==> config.mk <==
export PLATFORM = sky130hd
export DESIGN_NAME = pong_scoreboard
export DESIGN_NICKNAME = d
export VERILOG_FILES = /design/src/rtl/pong_scoreboard.sv
export SDC_FILE = /design/constraint.sdc
export NUM_CORES = 1
export LEC_CHECK = 0
export ABC_AREA = 1
export ABC_CLOCK_PERIOD_IN_PS = 2450
export CORE_AREA = 3 3 113 115
export DETAILED_ROUTE_END_ITERATION = 7
export DIE_AREA = 0 0 116 118
export DONT_BUFFER_PORTS = 1
export PLACE_DENSITY = 0.48
export SLEW_MARGIN = 25
export SYNTH_ARGS = -nofsm -noshare
export SYNTH_HDL_FRONTEND = slang
export SYNTH_SLANG_ARGS = --single-unit
==> constraint.sdc <==
create_clock -name clock -period 2.45 [get_ports clock]
set_clock_uncertainty 0.05 [all_clocks]
set_input_delay 0.245 -clock clock [delete_from_list [all_inputs] [get_ports clock]]
set_output_delay 0.245 -clock clock [all_outputs]
set_load 0.01 [all_outputs]
==> src/rtl/pong_scoreboard.sv <==
// Two-player BCD score keeper for pong: detects the winning score and drives
// per-player 7-segment digit groups, blinking the winner's digits once the game ends.
module pong_scoreboard #(
  parameter int DIGITS    = 2,
  parameter int WIN_SCORE = 10,
  parameter int BLINK_DIV = 25_000_000,
  parameter int SEG_LOW   = 1
) (
  input  logic                  clock,
  input  logic                  reset,
  input  logic                  clear,
  input  logic                  point_p1,
  input  logic                  point_p2,
  input  logic                  hold,
  output logic [4*DIGITS-1:0]   score_p1,
  output logic [4*DIGITS-1:0]   score_p2,
  output logic [7*DIGITS-1:0]   hex_p1,
  output logic [7*DIGITS-1:0]   hex_p2,
  output logic                  game_over,
  output logic [1:0]            winner
);

  localparam int SW    = 4 * DIGITS;
  localparam int HW    = 7 * DIGITS;
  localparam int CNT_W = (BLINK_DIV > 1) ? $clog2(BLINK_DIV) : 1;

  function automatic int max_score(input int d);
    int m;
    m = 1;
    for (int i = 0; i < d; i++) m = m * 10;
    return m - 1;
  endfunction

  function automatic logic [SW-1:0] to_bcd(input int v);
    logic [SW-1:0] r;
    int x;
    r = '0;
    x = v;
    for (int i = 0; i < DIGITS; i++) begin
      r[4*i +: 4] = 4'(x % 10);
      x = x / 10;
    end
    return r;
  endfunction

  // Active-high segment pattern, bit0 = a .. bit6 = g; out-of-range codes blank.
  function automatic logic [6:0] seg_code(input logic [3:0] d);
    logic [6:0] s;
    case (d)
      4'd0:    s = 7'h3F;
      4'd1:    s = 7'h06;
      4'd2:    s = 7'h5B;
      4'd3:    s = 7'h4F;
      4'd4:    s = 7'h66;
      4'd5:    s = 7'h6D;
      4'd6:    s = 7'h7D;
      4'd7:    s = 7'h07;
      4'd8:    s = 7'h7F;
      4'd9:    s = 7'h6F;
      default: s = 7'h00;
    endcase
    return s;
  endfunction

  // Pattern for a zero score: "0" on digit 0, blank elsewhere.
  function automatic logic [HW-1:0] zero_hex();
    logic [HW-1:0] h;
    logic [6:0] s;
    h = '0;
    for (int i = 0; i < DIGITS; i++) begin
      s = (i == 0) ? 7'h3F : 7'h00;
      h[7*i +: 7] = (SEG_LOW != 0) ? ~s : s;
    end
    return h;
  endfunction

  localparam logic [SW-1:0]    WIN_BCD  = to_bcd(WIN_SCORE);
  localparam logic [CNT_W-1:0] CNT_LAST = CNT_W'(BLINK_DIV - 1);
  localparam logic [HW-1:0]    ZERO_HEX = zero_hex();

  generate
    if (DIGITS < 1 || DIGITS > 4 || WIN_SCORE < 0 || WIN_SCORE > max_score(DIGITS)
        || BLINK_DIV < 1) begin : g_param_check
      $error("pong_scoreboard: illegal DIGITS/WIN_SCORE/BLINK_DIV combination");
    end
  endgenerate

  typedef enum logic {PLAY, OVER} state_t;

  state_t           state_reg, state_next;
  logic [SW-1:0]    score_p1_reg, score_p1_next, score_p2_reg, score_p2_next;
  logic [SW-1:0]    inc_p1, inc_p2;
  logic [DIGITS-1:0] carry_p1, carry_p2;
  logic [1:0]       winner_reg, winner_next;
  logic [CNT_W-1:0] cnt_reg, cnt_next;
  logic             phase_reg, phase_next;
  logic [HW-1:0]    hex_p1_reg, hex_p2_reg, hex_p1_next, hex_p2_next;
  logic [DIGITS-1:0] show_p1, show_p2;
  logic             acc_p1, acc_p2, reach_p1, reach_p2;
  logic             blank_p1, blank_p2;

  assign carry_p1[0] = 1'b1;
  assign carry_p2[0] = 1'b1;

  // Per-digit BCD incrementers with ripple carry; digit shown if it or any higher digit is nonzero.
  generate
    for (genvar gi = 0; gi < DIGITS; gi++) begin : g_digit
      logic [3:0] d1, d2;
      logic [6:0] seg1, seg2;
      assign d1 = score_p1_reg[4*gi +: 4];
      assign d2 = score_p2_reg[4*gi +: 4];
      assign inc_p1[4*gi +: 4] = carry_p1[gi] ? ((d1 == 4'd9) ? 4'd0 : d1 + 4'd1) : d1;
      assign inc_p2[4*gi +: 4] = carry_p2[gi] ? ((d2 == 4'd9) ? 4'd0 : d2 + 4'd1) : d2;
      if (gi < DIGITS - 1) begin : g_carry
        assign carry_p1[gi+1] = carry_p1[gi] & (d1 == 4'd9);
        assign carry_p2[gi+1] = carry_p2[gi] & (d2 == 4'd9);
      end
      if (gi == 0) begin : g_show0
        assign show_p1[gi] = 1'b1;
        assign show_p2[gi] = 1'b1;
      end else begin : g_shown
        assign show_p1[gi] = |score_p1_reg[SW-1:4*gi];
        assign show_p2[gi] = |score_p2_reg[SW-1:4*gi];
      end
      assign seg1 = (show_p1[gi] && !blank_p1) ? seg_code(d1) : 7'h00;
      assign seg2 = (show_p2[gi] && !blank_p2) ? seg_code(d2) : 7'h00;
      assign hex_p1_next[7*gi +: 7] = (SEG_LOW != 0) ? ~seg1 : seg1;
      assign hex_p2_next[7*gi +: 7] = (SEG_LOW != 0) ? ~seg2 : seg2;
    end
  endgenerate

  assign blank_p1 = (state_reg == OVER) && winner_reg[0] && !phase_reg;
  assign blank_p2 = (state_reg == OVER) && winner_reg[1] && !phase_reg;

  always_comb begin
    state_next    = state_reg;
    score_p1_next = score_p1_reg;
    score_p2_next = score_p2_reg;
    winner_next   = winner_reg;
    cnt_next      = cnt_reg;
    phase_next    = phase_reg;
    acc_p1        = point_p1 & ~hold;
    acc_p2        = point_p2 & ~hold;
    reach_p1      = 1'b0;
    reach_p2      = 1'b0;
    if (clear) begin
      state_next    = PLAY;
      score_p1_next = '0;
      score_p2_next = '0;
      winner_next   = 2'b00;
      cnt_next      = '0;
      phase_next    = 1'b1;
    end else begin
      case (state_reg)
        PLAY: begin
          cnt_next   = '0;
          phase_next = 1'b1;
          if (acc_p1) score_p1_next = inc_p1;
          if (acc_p2) score_p2_next = inc_p2;
          reach_p1 = (WIN_SCORE != 0) && acc_p1 && (inc_p1 == WIN_BCD);
          reach_p2 = (WIN_SCORE != 0) && acc_p2 && (inc_p2 == WIN_BCD);
          if (reach_p1 || reach_p2) begin
            state_next  = OVER;
            winner_next = {reach_p2, reach_p1};
          end
        end
        OVER: begin
          if (cnt_reg == CNT_LAST) begin
            cnt_next   = '0;
            phase_next = ~phase_reg;
          end else begin
            cnt_next = cnt_reg + CNT_W'(1);
          end
        end
        default: state_next = PLAY;
      endcase
    end
  end

  always_ff @(posedge clock or negedge reset) begin
    if (!reset) begin
      state_reg    <= PLAY;
      score_p1_reg <= '0;
      score_p2_reg <= '0;
      winner_reg   <= 2'b00;
      cnt_reg      <= '0;
      phase_reg    <= 1'b1;
      hex_p1_reg   <= ZERO_HEX;
      hex_p2_reg   <= ZERO_HEX;
    end else begin
      state_reg    <= state_next;
      score_p1_reg <= score_p1_next;
      score_p2_reg <= score_p2_next;
      winner_reg   <= winner_next;
      cnt_reg      <= cnt_next;
      phase_reg    <= phase_next;
      hex_p1_reg   <= clear ? ZERO_HEX : hex_p1_next;
      hex_p2_reg   <= clear ? ZERO_HEX : hex_p2_next;
    end
  end

  assign score_p1  = score_p1_reg;
  assign score_p2  = score_p2_reg;
  assign hex_p1    = hex_p1_reg;
  assign hex_p2    = hex_p2_reg;
  assign game_over = (state_reg == OVER);
  assign winner    = winner_reg;

endmodule
==> results.py <==
metrics = {
    "yosys": {
        "avgSynthCellArea_um2": 8.24,
        "async_flop_share_pct": 100,
        "netlist_instances": 486,
        "ys_warn_count": 0,
        "synth_top_area_share_pct": 35.0,
        "synth_ff_type": "dfrtp_1",
        "yosys-top-cells-area": "dfrtp_1 35%, dfstp_2 11%, nand2_1 8.2%",
        "syn_nets": 515,
        "synth_cell_types": 37,
        "syn-cell-area_um2": 4010,
        "ys_ff_latch": 73,
        "ys_seq_area_share_pct": 46.1,
        "synth_top_area_cell": "dfrtp_1",
        "synth-edff-count": 0,
    },
    "job": {
        "maxCapViolations": 0,
    },
    "route": {
        "dr.pass1.iters": 6,
        "post_drt_wl_per_cell_um": 14.6,
        "routed_wl_mm": 9.42,
        "vias": 3320,
        "postRouteAntennaNets": 0,
        "drt-vias-per-instance": 5.14,
        "route.detailed.drc": 0,
        "drt_iter0_markers": 154,
    },
    "cells_and_area": {
        "instances_no_fill": 646,
        "fin_util_pct": 37.9,
        "layout_commonest_cell": "nand2_1",
        "area_growth_pct": 12.6,
        "drive_gt1_share_pct": 12.6,
        "post-route-cell-area_um2": 4510,
        "num-nets-final": 523,
        "largest_reg_flops": 25,
        "antennaDiodeCount": 0,
        "most-common-layout-cells": "87 x nand2_1, 56 x dfrtp_1, 48 x inv_1, 48 x nand3_1, 48 x nor2_1",
    },
    "place": {
        "place_ws_ns": 0.381,
        "place.gp.congestion": 0.866,
        "dpl-instance-area_um2": 4150,
        "place_inst": 627,
        "dp_hpwl_mm": 6.69,
        "io_buffers": 0,
    },
    "power_and_ir_drop": {
        "p_per_area_nw_per_um2": 610,
        "power.leakage_nw": 1.99,
        "vdd.ir_drop.worst_uv": 307,
    },
    "cts": {
        "cts_buffers": 9,
        "cts.sinks": 73,
        "cts-htree-levels": 3,
        "cts-resized-gates": 0,
        "clkTransAtPathRegs_ns": 0.06,
        "insertion_delay_ns": 0.33,
        "cts_max_path_buffers": 2,
        "cts_tree": "yes",
        "clockRootBuffer": "clkbuf_16",
    },
    "timing": {
        "max_freq_mhz": 478,
        "setup_viol_count_final": 0,
        "hold_violations": 0,
        "period_needed_ns": 2.09,
        "maxSlewViolCount": 0,
        "rsz0062_at_grt": "no",
        "period_share_pct": 85.4,
        "fin_tns_setup_ns": 0,
        "fin_ws_ns": 0.359,
        "maxSlewHeadroom_pct": 52.0,
        "tightest_slew_ns": 0.716,
    },
    "floorplanning": {
        "fp.dieW_um": 116,
        "die_y_um": 118,
        "ioPinCount": 53,
        "die-area_um2": 13700,
        "num_rows": 40,
        "core_area_um2": 11900,
        "initial_core_util_pct": 33.6,
    },
    "worst_setup_path": {
        "critical-path-max-stage-delay_ns": 0.37,
        "reg2reg_depth": 13,
        "crit_top_cell": "nand2_1",
        "startpoint_type": "flop",
        "cp_max_fo": 11,
        "reg2reg_slack_ns": 0.36,
        "worstPathCellList": "inv_1, ha_1, nand3_2, nor2_1, nand2_1, nand2_1, nor2_1, nor2_2, nand2_1, nand2_1, nand2_1, nand3_1, nand2_1",
        "r2r_end": "winner[0]",
        "cp-end-kind": "flop",
        "reg2reg_from": "score_p1[1]",
        "required_ns": 2.62,
        "crit_slowest_cell": "dfrtp_1",
        "crit_family": "simple AND/OR/NAND/NOR gates",
        "cp.arrival_ns": 2.26,
        "worstSetupPathType": "reg -> reg",
        "critPathBufInv": 1,
    },
    "worst_hold_path": {
        "whs_endpoint": "hex_p2[8]",
        "hp-class": "in -> reg",
        "hold_path_startpoint": "clear",
        "hold_depth": 2,
    },
    "global_routing": {
        "grt_pass1_vias": 3270,
        "use_met1_pct": 19.2,
        "antenna_found_initial": 0,
        "grt.met3_usage_pct": 3.70,
        "gr-total-overflow": 0,
        "grt_max_degree": 74,
        "busiest_layer": "met2",
        "grt_use_total_pct": 14.5,
        "use_met2_pct": 22.2,
        "grt_pass1_wl_mm": 16.1,
    },
    "outcome": {
        "status": "finished clean",
    },
}
-- cells in the mapped netlist (3+ instances only) --
| cell type | number |
|---|---|
| o32ai_1 | 3 |
| buf_6 | 4 |
| inv_1 | 48 |
| o21ai_1 | 11 |
| dfstp_2 | 17 |
| nand3_1 | 48 |
| a21oi_1 | 33 |
| nor2_1 | 48 |
| nor2_2 | 4 |
| nand3_2 | 3 |
| clkbuf_1 | 3 |
| nand4_1 | 11 |
| o22ai_1 | 8 |
| o21ai_0 | 23 |
| nand2_1 | 87 |
| o211ai_1 | 4 |
| o31ai_1 | 3 |
| or2_2 | 5 |
| dfrtp_1 | 56 |
| inv_2 | 8 |
| ha_1 | 23 |
| nor3_1 | 13 |
| nand3b_1 | 3 |
-- logic make-up (layout without fill, tap and decap cells) --
logic type	after synthesis	in the layout	synth area share, %
DFF	73	73	46.1
buffers and inverters	67	80	7.21
xor gates and xnor gates	2	2	0.437
AOI/OAI and AO/OA	92	92	12.9
adders and majority gates	23	23	7.18
and+or+nand+nor	229	229	26.1
-- worst max path at each step --
stage / start / end / slack, ns / cells after the start
global route: score_p1[0] / winner[0] / 0.11 / 12
finish: score_p1[1] / winner[0] / 0.36 / 13
CTS: score_p2[1] / winner[0] / 0.36 / 13
global placement: score_p1[0] / winner[0] / 0.40 / 12
floorplan: score_p1[1] / winner[1] / 0.60 / 14
detailed placement: score_p2[1] / winner[0] / 0.38 / 13
-- layout make-up --
class / instances / area [µm²]
sequential: 73 / 1850
multi-input combinational: 346 / 1870
clock inverter: 4 / 50.0
inverter: 58 / 223
tap: 147 / 184
clock buffer: 12 / 267
timing repair buffer: 6 / 70.1
fill: 1222 / 7400
-- stage by stage --
stage	hold slack [ns]	total power [W]
2_1_floorplan	-0.101	0.00135
3_5_place_dp	-0.0958	0.00137
4_1_cts	0.0291	0.00279
6_report	0.0419	0.00275
3_3_place_gp	-0.0962	0.00138
5_1_grt	0.0591	0.00287
-- power by group --
part | total, W | internal, W | switching, W
clock network | 0.00136 | 0.000869 | 0.000491
logic | 0.000133 | 0.0000440 | 0.0000888
registers | 0.00126 | 0.00123 | 0.0000291
total | 0.00275 | 0.00214 | 0.000608
-- worst register-to-register path, delay by kind of cell, from the launching register on --
| family | cells | cell delay, ns |
|---|---|---|
| adders and majority gates | 1 | 0.27 |
| buffers and inverters | 1 | 0.16 |
| DFF | 1 | 0.37 |
| and+or+nand+nor | 11 | 1.13 |
-- metal layers --
| metal | vias to the layer above | part of all wire [%] |
|---|---|---|
| met1 | 1581 | 47 |
| li1 | 1655 | - |
| met5 | - | 0 |
| met4 | 0 | 1.7 |
| met2 | 72 | 46 |
| met3 | 12 | 5.3 |
-- repair_timing --
action | 4_1_cts | 5_1_grt
hold buffers | 3 | 0
buffers inserted | 0 | 0
endpoints found under the hold margin | 82 | 0
Power figures use the tool's default switching activity.
